`config.mk`:
```
export PLATFORM = sky130hd
export DESIGN_NAME = fpu_scheduler
export DESIGN_NICKNAME = d
export VERILOG_FILES = /design/src/rtl/fpu_scheduler.sv
export SDC_FILE = /design/constraint.sdc
export NUM_CORES = 1
export LEC_CHECK = 0
export CAP_MARGIN = 25
export CORE_MARGIN = 2
export CORE_UTILIZATION = 34
export DETAILED_ROUTE_END_ITERATION = 12
export HOLD_SLACK_MARGIN = 0.03
export PLACE_DENSITY_LB_ADDON = 0.3
export SLEW_MARGIN = 20
export SYNTH_ARGS = -nofsm -noshare
export SYNTH_HDL_FRONTEND = slang
export SYNTH_SLANG_ARGS = --single-unit
```
`constraint.sdc`:
```
create_clock -name CLK -period 1.7 [get_ports CLK]
set_clock_uncertainty 0.1 [all_clocks]
set_input_delay 0.255 -clock CLK [delete_from_list [all_inputs] [get_ports CLK]]
set_output_delay 0.255 -clock CLK [all_outputs]
set_load 0.03 [all_outputs]
```
`src/rtl/fpu_scheduler.sv`:
```
// fpu_scheduler: arbitrates two requesters onto one combinational FPU; define FPU_SCHED_RR_EN for round-robin, else fixed priority to requester 0.
module fpu_scheduler #(
    parameter int EXEC_CYCLES = 2
) (
    input  logic        CLK,
    input  logic        RSTn,
    input  logic        Req0Valid,
    input  logic        Req1Valid,
    output logic        Req0Ready,
    output logic        Req1Ready,
    input  logic [1:0]  Req0Op,
    input  logic [1:0]  Req1Op,
    input  logic [31:0] Req0A,
    input  logic [31:0] Req0B,
    input  logic [31:0] Req1A,
    input  logic [31:0] Req1B,
    output logic [1:0]  FpuOp,
    output logic [31:0] FpuOperand1,
    output logic [31:0] FpuOperand2,
    input  logic [31:0] FpuResult,
    output logic        RespValid,
    input  logic        RespReady,
    output logic [31:0] RespResult,
    output logic        RespId,
    output logic        Busy
);
    typedef enum logic [1:0] {IDLE, EXEC, DONE} state_t;
    state_t      state_q, state_d;
    logic [3:0]  cnt_q, cnt_d;
    logic        last_id_q, last_id_d, id_q, id_d;
    logic [1:0]  op_q, op_d;
    logic [31:0] a_q, a_d, b_q, b_d, res_q, res_d;
    logic        gnt_id, idle;
    assign idle = state_q == IDLE;
`ifdef FPU_SCHED_RR_EN
    assign gnt_id = (Req0Valid && Req1Valid) ? ~last_id_q : Req1Valid;
`else
    assign gnt_id = !Req0Valid;
`endif
    assign Req0Ready   = idle && Req0Valid && !gnt_id;
    assign Req1Ready   = idle && Req1Valid && gnt_id;
    assign FpuOp       = op_q;
    assign FpuOperand1 = a_q;
    assign FpuOperand2 = b_q;
    assign RespValid   = state_q == DONE;
    assign RespResult  = res_q;
    assign RespId      = id_q;
    assign Busy        = !idle;
    always_comb begin
        state_d   = state_q;
        cnt_d     = cnt_q;
        last_id_d = last_id_q;
        id_d      = id_q;
        op_d      = op_q;
        a_d       = a_q;
        b_d       = b_q;
        res_d     = res_q;
        case (state_q)
            IDLE: if (Req0Valid || Req1Valid) begin
                state_d   = EXEC;
                cnt_d     = 4'(EXEC_CYCLES - 1);
                last_id_d = gnt_id;
                id_d      = gnt_id;
                op_d      = gnt_id ? Req1Op : Req0Op;
                a_d       = gnt_id ? Req1A : Req0A;
                b_d       = gnt_id ? Req1B : Req0B;
            end
            EXEC: if (cnt_q == 4'd0) begin
                state_d = DONE;
                res_d   = FpuResult;
            end else begin
                cnt_d = cnt_q - 4'd1;
            end
            DONE: state_d = RespReady ? IDLE : DONE;
            default: state_d = IDLE;
        endcase
    end
    always_ff @(posedge CLK or negedge RSTn) begin
        if (!RSTn) begin
            state_q   <= IDLE;
            cnt_q     <= '0;
            last_id_q <= 1'b1;
            id_q      <= 1'b0;
            op_q      <= '0;
            a_q       <= '0;
            b_q       <= '0;
            res_q     <= '0;
        end else begin
            state_q   <= state_d;
            cnt_q     <= cnt_d;
            last_id_q <= last_id_d;
            id_q      <= id_d;
            op_q      <= op_d;
            a_q       <= a_d;
            b_q       <= b_d;
            res_q     <= res_d;
        end
    end
endmodule

```
Word level (Yosys, flattened, before mapping). Cells that the tools add are included.

Reduce and logical (&&, ||, !) cells: 14. Multiplexer cells: 10. Shift operators: 0. Order comparisons: 0. Add/subtract/negate cells: 1. Equal/unequal tests: 5. Bitwise logic cells: 0. Div/mod/pow operators: 0. $mul: 0.

Operators with widths (count): $mux 32 (2); $mux 2 (4); $mux 4 (2); $pmux 4 s2 (1); $pmux 2 s3 (1); $reduce_and 2->1 (3); $logic_and 1x1->1 (4); $logic_not 4->1 (1); $ne 2x2->1 const B (2); $sub 4x1->4 const B (1); $reduce_and 3->1 (1); $eq 2x1->1 const B (1); $eq 2x2->1 const B (1); $logic_not 1->1 (2); $logic_not 2->1 (1); $ne 2x1->1 const B (1); $reduce_bool 2->1 (1); $logic_or 1x1->1 (1).

Word-level logic and storage cells: 37. Memories: 0. Register bits after elaboration: 105. Output and inout bits: 103. Bits of input ports: 169. Bits in latches: 0. Memory bits (read-only): 0. Memory bits (writable): 0.

Longest topological paths before layout.
Depth in word-level cells: 3. Mapped depth: 7.

Worst setup path after synthesis. No wires, ideal clock.

Path kind: register -> register. Start: register cnt_q[0]. End: register res_q[10], in the netlist RespResult[10]. Cell stages (with the launch flop): 8. Data arrival time: 1509 ps. Slack: -37 ps. Buffers on the path: 2. Cells stage by stage: dfrtp_1 inv_1 ha_1 nor3b_2 nand2b_1 buf_2 buf_2 mux2_1.

Longest elaborated chain between the ends: 2.

RTL lines: from (decl) (RTL line 29) `logic [3:0] cnt_q, cnt_d;`; from (signal assigned) (RTL line 90) `cnt_q <= cnt_d;`; $logic_not 4->1 (RTL line 68) `EXEC: if (cnt_q == 4'd0) begin`; $reduce_and 2->1 (no source line); to (signal assigned) (RTL line 96) `res_q <= res_d;`; to (decl) (RTL line 32) `logic [31:0] a_q, a_d, b_q, b_d, res_q, res_d;`.

Every way passes these cells. A chain may end at the register's enable or synchronous reset.

Worst setup path after layout.
Start: register cnt_q[1]. End: register cnt_q[3].

Longest elaborated chain between the ends: 3. Elaborated cells between the ends (all ways): 6. Classes of those cells: add/sub: 1; eq/ne: 1; mux: 2; reduce/logical: 2.

RTL lines (RTL line): $sub 4x1->4 or $logic_not 4->1 (tied branches) (72, 68); $mux 4 or $ne 2x2->1 (tied branches); $pmux 4 s2 or $reduce_and 3->1 (tied branches).

Several ways; a longest one is shown, not always the timed one. The select of a mux whose other input is x is not followed.

==> out/metrics.yaml <==
worst_slack_ns: -0.0571
cap_violations: 0
top_layer: "met4"
drt_pass1_iterations: 4
worstSetupEndpoint: "cnt_q[3]"
final_cell_mix: "clkdlybuf4s50_1, o21ai_0, dfrtp_1"
synth_top_family_by_area: "multiplexers"
io_pins: 272
syn-cell-area_mm2: 0.00466
tns_ns: -0.447
cp_slowest_cell: "or4b_1"
hold_viol: 0
cts_buffers: 9
power_leakage_uw: 0.00373
report.final.slew_viol_count: 0
grt_pass1_wl_mm: 21.6
ir_drop_uv: 596
synthFlopType: "dfrtp_1"
synthAdderAreaFrac: 0.00537
cp_num_buf_inv: 1
area_growth_pct: 73.3
cp.arrival_ns: 1.92
status: "finished, violations left"
synth_nets: 573
hold_path.startpoint: "Req0Valid"
worstSetupPathType: "reg -> reg"
wl_per_cell_um: 16.7
crit_fanout: 2
cp_cell_sequence: "buf_4 -> or4b_1 -> or4_1 -> a21oi_1"
clk_latency_ns: 0.33
postRouteAntennaNets: 0
setup_violations: 18
met2_length_mm: 7.08
power_density_mw_per_mm2: 1790
layout-drive-gt1-share: 0.113
synth_top_area_frac: 0.564
dp_hpwl_mm: 9.97
routed_wl_mm: 14.3
r2r_slack_ns: -0.06
violations: "negative setup slack"
yosys.area_share.simple: 0.0209
async_flop_share: 1.00
antenna_found_initial: 0
synth.ff_latch_count: 105
via_count: 4201
r2r-end: "cnt_q[3]"
synth-compound-area-share: 0.154
start_kind: "flop"
reg2reg_depth: 4
period_needed_ns: 1.76
grt-ovfl-total: 0
slew_headroom: 0.614
path_delay_family: "simple AND/OR/NAND/NOR gates"
rsz0062_at_grt: "true"
yosysWarnings: 0
synth.area.top_cells: "dfrtp_1, mux2i_1, o21ai_0, mux2_1, clkbuf_1"
grt_pass1_vias: 4254
crit_required_ns: 1.86
worstHoldPathType: "in -> reg"
clk_pin_slew_worst_paths_ns: 0.07
clockRootBuffer: "clkbuf_16"
tightest_slew_ns: 0.579
h-tree-depth: 3
rows: 42
path_depth: 4
netlist_instances: 402
slowest_delay_ns: 0.49
grtUsageTotal: 0.189
synth_edf_count: 0
cp-startpoint: "cnt_q[1]"
fp.dieH_um: 121
power_uw: 14500
clock_sink_count: 105
antennaDiodeCount: 0
synth.area.mux_share: 0.221
io_buffers: 271
synth_xor_xnor_area_share: 0
period_share: 1.03
synth.distinct_cells: 23
setup.worst_path.end_class: "flop"
synth_top_area_cell: "dfrtp_1"
met1_length_mm: 5.68
met3WireLength_mm: 1.31
clockBufferDepth: 2
detail_route.iter0.violations: 197
grt_start_max_net_pins: 106
die_width_um: 121
die-area_mm2: 0.0147
ys_seq_area_frac: 0.564
drcViolationCount: 0
design.core.area_mm2: 0.0133
nets: 846
initial_core_util: 0.351
fill_cells: 1142
globalplace.congestion: 0.764
avgSynthCellArea_um2: 11.6
max_freq_ghz: 0.569
viasPerCell: 4.91
cts_tree: "built"
rr_startpoint: "cnt_q[1]"
final_common_cell: "clkdlybuf4s50_1"
cell usage after synthesis (3+ instances only):
cell type	number
inv_1	5
nor2_1	5
dfrtp_1	105
clkbuf_1	19
nand2b_1	3
o21ai_1	14
o21ai_0	123
mux2_1	32
buf_2	13
mux2i_1	66
a21oi_1	3
sequential cells by signal, indices dropped and copies added, names as in the netlist:
name         flops
FpuOp            2
FpuOperand1     32
FpuOperand2     32
RespId           1
RespResult      32
cnt_q            4
state_q          2
what timing repair did:
item / CTS / global route
resized for setup: 120 / 21
buffers inserted: 4 / 3
setup endpoints to repair: 135 / 38
endpoints found under the hold margin: 105 / 0
pin swaps: 1 / 0
hold buffers: 1 / 0
cloned: 2 / 1
power by group:
group	internal [µW]	switching, µW	leakage [µW]
Combinational	3340	4870	0.00233
Clock	1020	866	0.000128
Sequential	3760	621	0.00127
Total	8120	6350	0.00373
worst min-delay path by stage:
stage | to | slack [ns] | depth (start not counted)
floorplan | FpuOp[0] | -0.14 | 0
global placement | RespResult[0] | 0.27 | 2
detailed placement | RespResult[12] | 0.27 | 2
CTS | FpuOperand1[4] | 0.30 | 3
global route | FpuOperand1[4] | 0.34 | 3
finish | FpuOperand1[4] | 0.30 | 3
metrics by stage:
step / setup WS (ns) / instance area [µm²] / util / instances / hold WS, ns
after floorplan: -0.00683 / 4680 / - / 402 / -0.141
after global placement: 0.0641 / 7660 / 0.576 / 829 / 0.266
after detailed placement: -0.0248 / 7660 / 0.576 / 829 / 0.269
after CTS: -0.0381 / 7960 / 0.599 / 851 / 0.300
after global routing: -0.0819 / 8080 / 0.608 / 855 / 0.342
final: -0.0571 / 8080 / 0.608 / 855 / 0.303
metal layers:
layer	track usage	up-vias
met4	0.0647	0
met3	0.0583	14
met2	0.327	193
met1	0.222	2013
met5	0	-
li1	-	1981
worst min-delay path: cells and delay by family:
| kind | cells | cell delay (ns) |
|---|---|---|
| AOI/OAI and AO/OA | 1 | 0.08 |
| buffers and inverters | 1 | 0.20 |
| muxes | 1 | 0.16 |
final cells by class:
| class | instances | area [µm²] | area share |
|---|---|---|---|
| Sequential cell | 105 | 2630 | 0.325 |
| Timing Repair Buffer | 295 | 2940 | 0.363 |
| Clock inverter | 3 | 17.5 | 0.00217 |
| Inverter | 5 | 21.3 | 0.00263 |
| Clock buffer | 12 | 246 | 0.0305 |
| Tap cell | 176 | 220 | 0.0273 |
| Multi-Input combinational cell | 259 | 2010 | 0.249 |
logic make-up after synthesis:
kind of cell	after synthesis
AOI/OAI and AO/OA	142
adders and majority gates	2
buffers and inverters	38
DFF	105
muxes	99
and+or+nand+nor	16
No activity file was read; power rests on OpenSTA's default activity.
==> RTL change (same flow settings) <==
Make the reset (`RSTn`) synchronous in one clocked block.
--- a/src/rtl/fpu_scheduler.sv
+++ b/src/rtl/fpu_scheduler.sv
@@ -75,7 +75,7 @@
             default: state_d = IDLE;
         endcase
     end
-    always_ff @(posedge CLK or negedge RSTn) begin
+    always_ff @(posedge CLK) begin
         if (!RSTn) begin
             state_q   <= IDLE;
             cnt_q     <= '0;
Behaviour: differs if RSTn is asserted again (counterexample within 4 cycles, from zero or initial values and one cycle with RSTn low); with RSTn held inactive, the same outputs for 10 cycles.
==> RTL change against the original RTL <==
The flow still finishes with violations (negative setup slack); sequential cell count unchanged; maximum frequency is 2.0% higher; die area is 1.7% higher; design area down 2.5%; area after synthesis increased by 1.8%; routed wire length rose by 4.6%; sequential share of layout area is 5.8 points lower; setup slack improved by 0.035 ns; count of clock-buffer cells in the layout unchanged; critical path type unchanged.
Power is not compared: it rests on default switching activity, and its combinational part moved more than twofold at a synthesized area within 25%.
==> RTL change: results (changes against the original RTL) <==
\begin{tabular}{lr}
\hline
Metric & Value \\
\hline
\multicolumn{2}{l}{\textbf{Run status}} \\
Result of the run & finished, violations left \\
Violated checks & negative setup slack \\
\multicolumn{2}{l}{\textbf{Layout}} \\
Net count of the finished layout & 918 (+8.5\%) \\
Share of post-route cells with drive strength above 1 & 0.0920 (-0.0214) \\
\multicolumn{2}{l}{\textbf{Drt}} \\
Vias per Instance & 4.92 (+0.19\%) \\
Via count & 4578 (+9.0\%) \\
Iter 0 DRT Violations & 148 (-25\%) \\
Drt total wl & 15000 um (+4.6\%) \\
\multicolumn{2}{l}{\textbf{Place}} \\
Placed Cells & 913 (+10\%) \\
Final HPWL from detailed placement & 11500 um (+15\%) \\
GP Congestion & 0.758 (-0.84\%) \\
\multicolumn{2}{l}{\textbf{Timing}} \\
Count of endpoints failing setup in the final report & 14 (-4) \\
Final Worst Setup Slack & -0.0223 ns (+0.0348 ns) \\
Measured slew at the worst slew-check pin & 0.395 ns (-0.184 ns) \\
\multicolumn{2}{l}{\textbf{Synth}} \\
Post-Syn Nets & 656 (+14\%) \\
Mean cell area of the mapped netlist & 9.78 sq um (-16\%) \\
Share of the yosys chip area belonging to registers & 0.443 (-0.121) \\
Cell types with the highest counts after synthesis & dfxtp\_1 (105), mux2i\_1 (98), a21oi\_1 (69), nand2\_1 (65), a211oi\_1 (56) \\
Count of unique library cells instantiated by Yosys & 33 (+43\%) \\
\multicolumn{2}{l}{\textbf{Global route}} \\
Via count of the first global-routing pass & 4559 (+7.2\%) \\
Grt met3 use & 0.0501 (-0.00818) \\
Met1 usage & 0.209 (-0.0127) \\
Largest net degree at the start of global routing & 49 (-54\%) \\
Met2 Use GR & 0.358 (+0.0313) \\
Total GRT Usage & 0.193 (+0.00453) \\
First-pass GRT wire length & 22500 um (+4.3\%) \\
\multicolumn{2}{l}{\textbf{Worst hold path}} \\
Hold EP & state\_q[0] \\
Hold wc startpoint & RSTn \\
\multicolumn{2}{l}{\textbf{Critical path}} \\
Startpoint of the worst register-to-register path & cnt\_q[0] \\
Highest fanout seen on the critical path & 9 (+7) \\
Arrival time worst endpoint & 1.89 ns (-0.03 ns) \\
\hline
\end{tabular}
==> RTL change: per-layer routing <==
layer / routed length, um / part of all wire / up-vias
met5: 0 / 0 / -
met4: 346 / 0.023 / 0
met2: 7750 / 0.52 / 155
met1: 5790 / 0.39 / 2116
li1: - / - / 2284
met3: 1070 / 0.071 / 23
==> RTL change: area by class of cell <==
type | count | area [sq um] | share of cell area
clock buffer | 12 | 256 | 0.0326
clock inverter | 2 | 38.8 | 0.00493
inverter | 5 | 21.3 | 0.00270
multi-input combinational | 328 | 2370 | 0.301
sequential | 105 | 2100 | 0.267
tap | 180 | 225 | 0.0286
timing repair buffer | 298 | 2860 | 0.363
==> RTL change: worst max path at each step <==
stage / start / endpoint / slack [ns] / cells past startpoint
2_1_floorplan: state_q[1] / Req1Ready / 0.02 / 5
6_report: cnt_q[0] / RespResult[4] / -0.02 / 6
4_1_cts: cnt_q[0] / RespResult[21] / -0.02 / 6
5_1_grt: cnt_q[0] / RespResult[30] / -0.10 / 6
3_5_place_dp: Req1Valid / FpuOperand2[12] / -0.12 / 5
3_3_place_gp: Req1Valid / FpuOperand1[2] / -0.07 / 5
==> RTL change: repair_timing <==
action	4_1_cts	5_1_grt
pin swaps	0	1
cloned	0	2
buffers inserted	0	1
endpoints found under the setup margin	110	36
resized for setup	100	8
==> RTL change: cell families (layout without fill, tap and decap cells) <==
logic type                 after synthesis  after routing  synth area share
DFF                                    105            105             0.443
buffers and inverters                   52            317            0.0601
and+or+nand+nor                         85             85            0.0844
muxes                                   98             98             0.207
adders and majority gates                2              2           0.00527
AOI/OAI and AO/OA                      143            143             0.200
==> RTL change: per-stage QoR <==
stage / total power [mW] / cell area (sq um) / hold slack, ns / TNS, ns / setup slack, ns
global route: 8.18 / 7870 / 0.126 / -2.11 / -0.101
finish: 7.80 / 7870 / 0.121 / -0.187 / -0.0223
detailed placement: 5.95 / 7630 / 0.349 / -3.95 / -0.123
global placement: 5.88 / 7630 / 0.342 / -2.32 / -0.0656
CTS: 7.83 / 7800 / 0.119 / -0.0652 / -0.0189
floorplan: 4.64 / 4740 / 0.297 / 0 / 0.0196
==> RTL change: worst max-delay path: stages (launching register included) <==
cell	delay, ns
dfxtp_2	0.33
inv_2	0.08
ha_4	0.13
or3b_4	0.43
nor2_8	0.20
clkbuf_16	0.21
mux2i_1	0.18
==> RTL change: power by group through the flow <==
stage	registers [mW]	logic (mW)	clock network [mW]
after global placement	3.00	2.88	0
after floorplan	3.61	1.03	0
after detailed placement	3.01	2.94	0
after global routing	2.99	2.96	2.23
after CTS	2.95	2.73	2.14
final	2.95	2.77	2.08
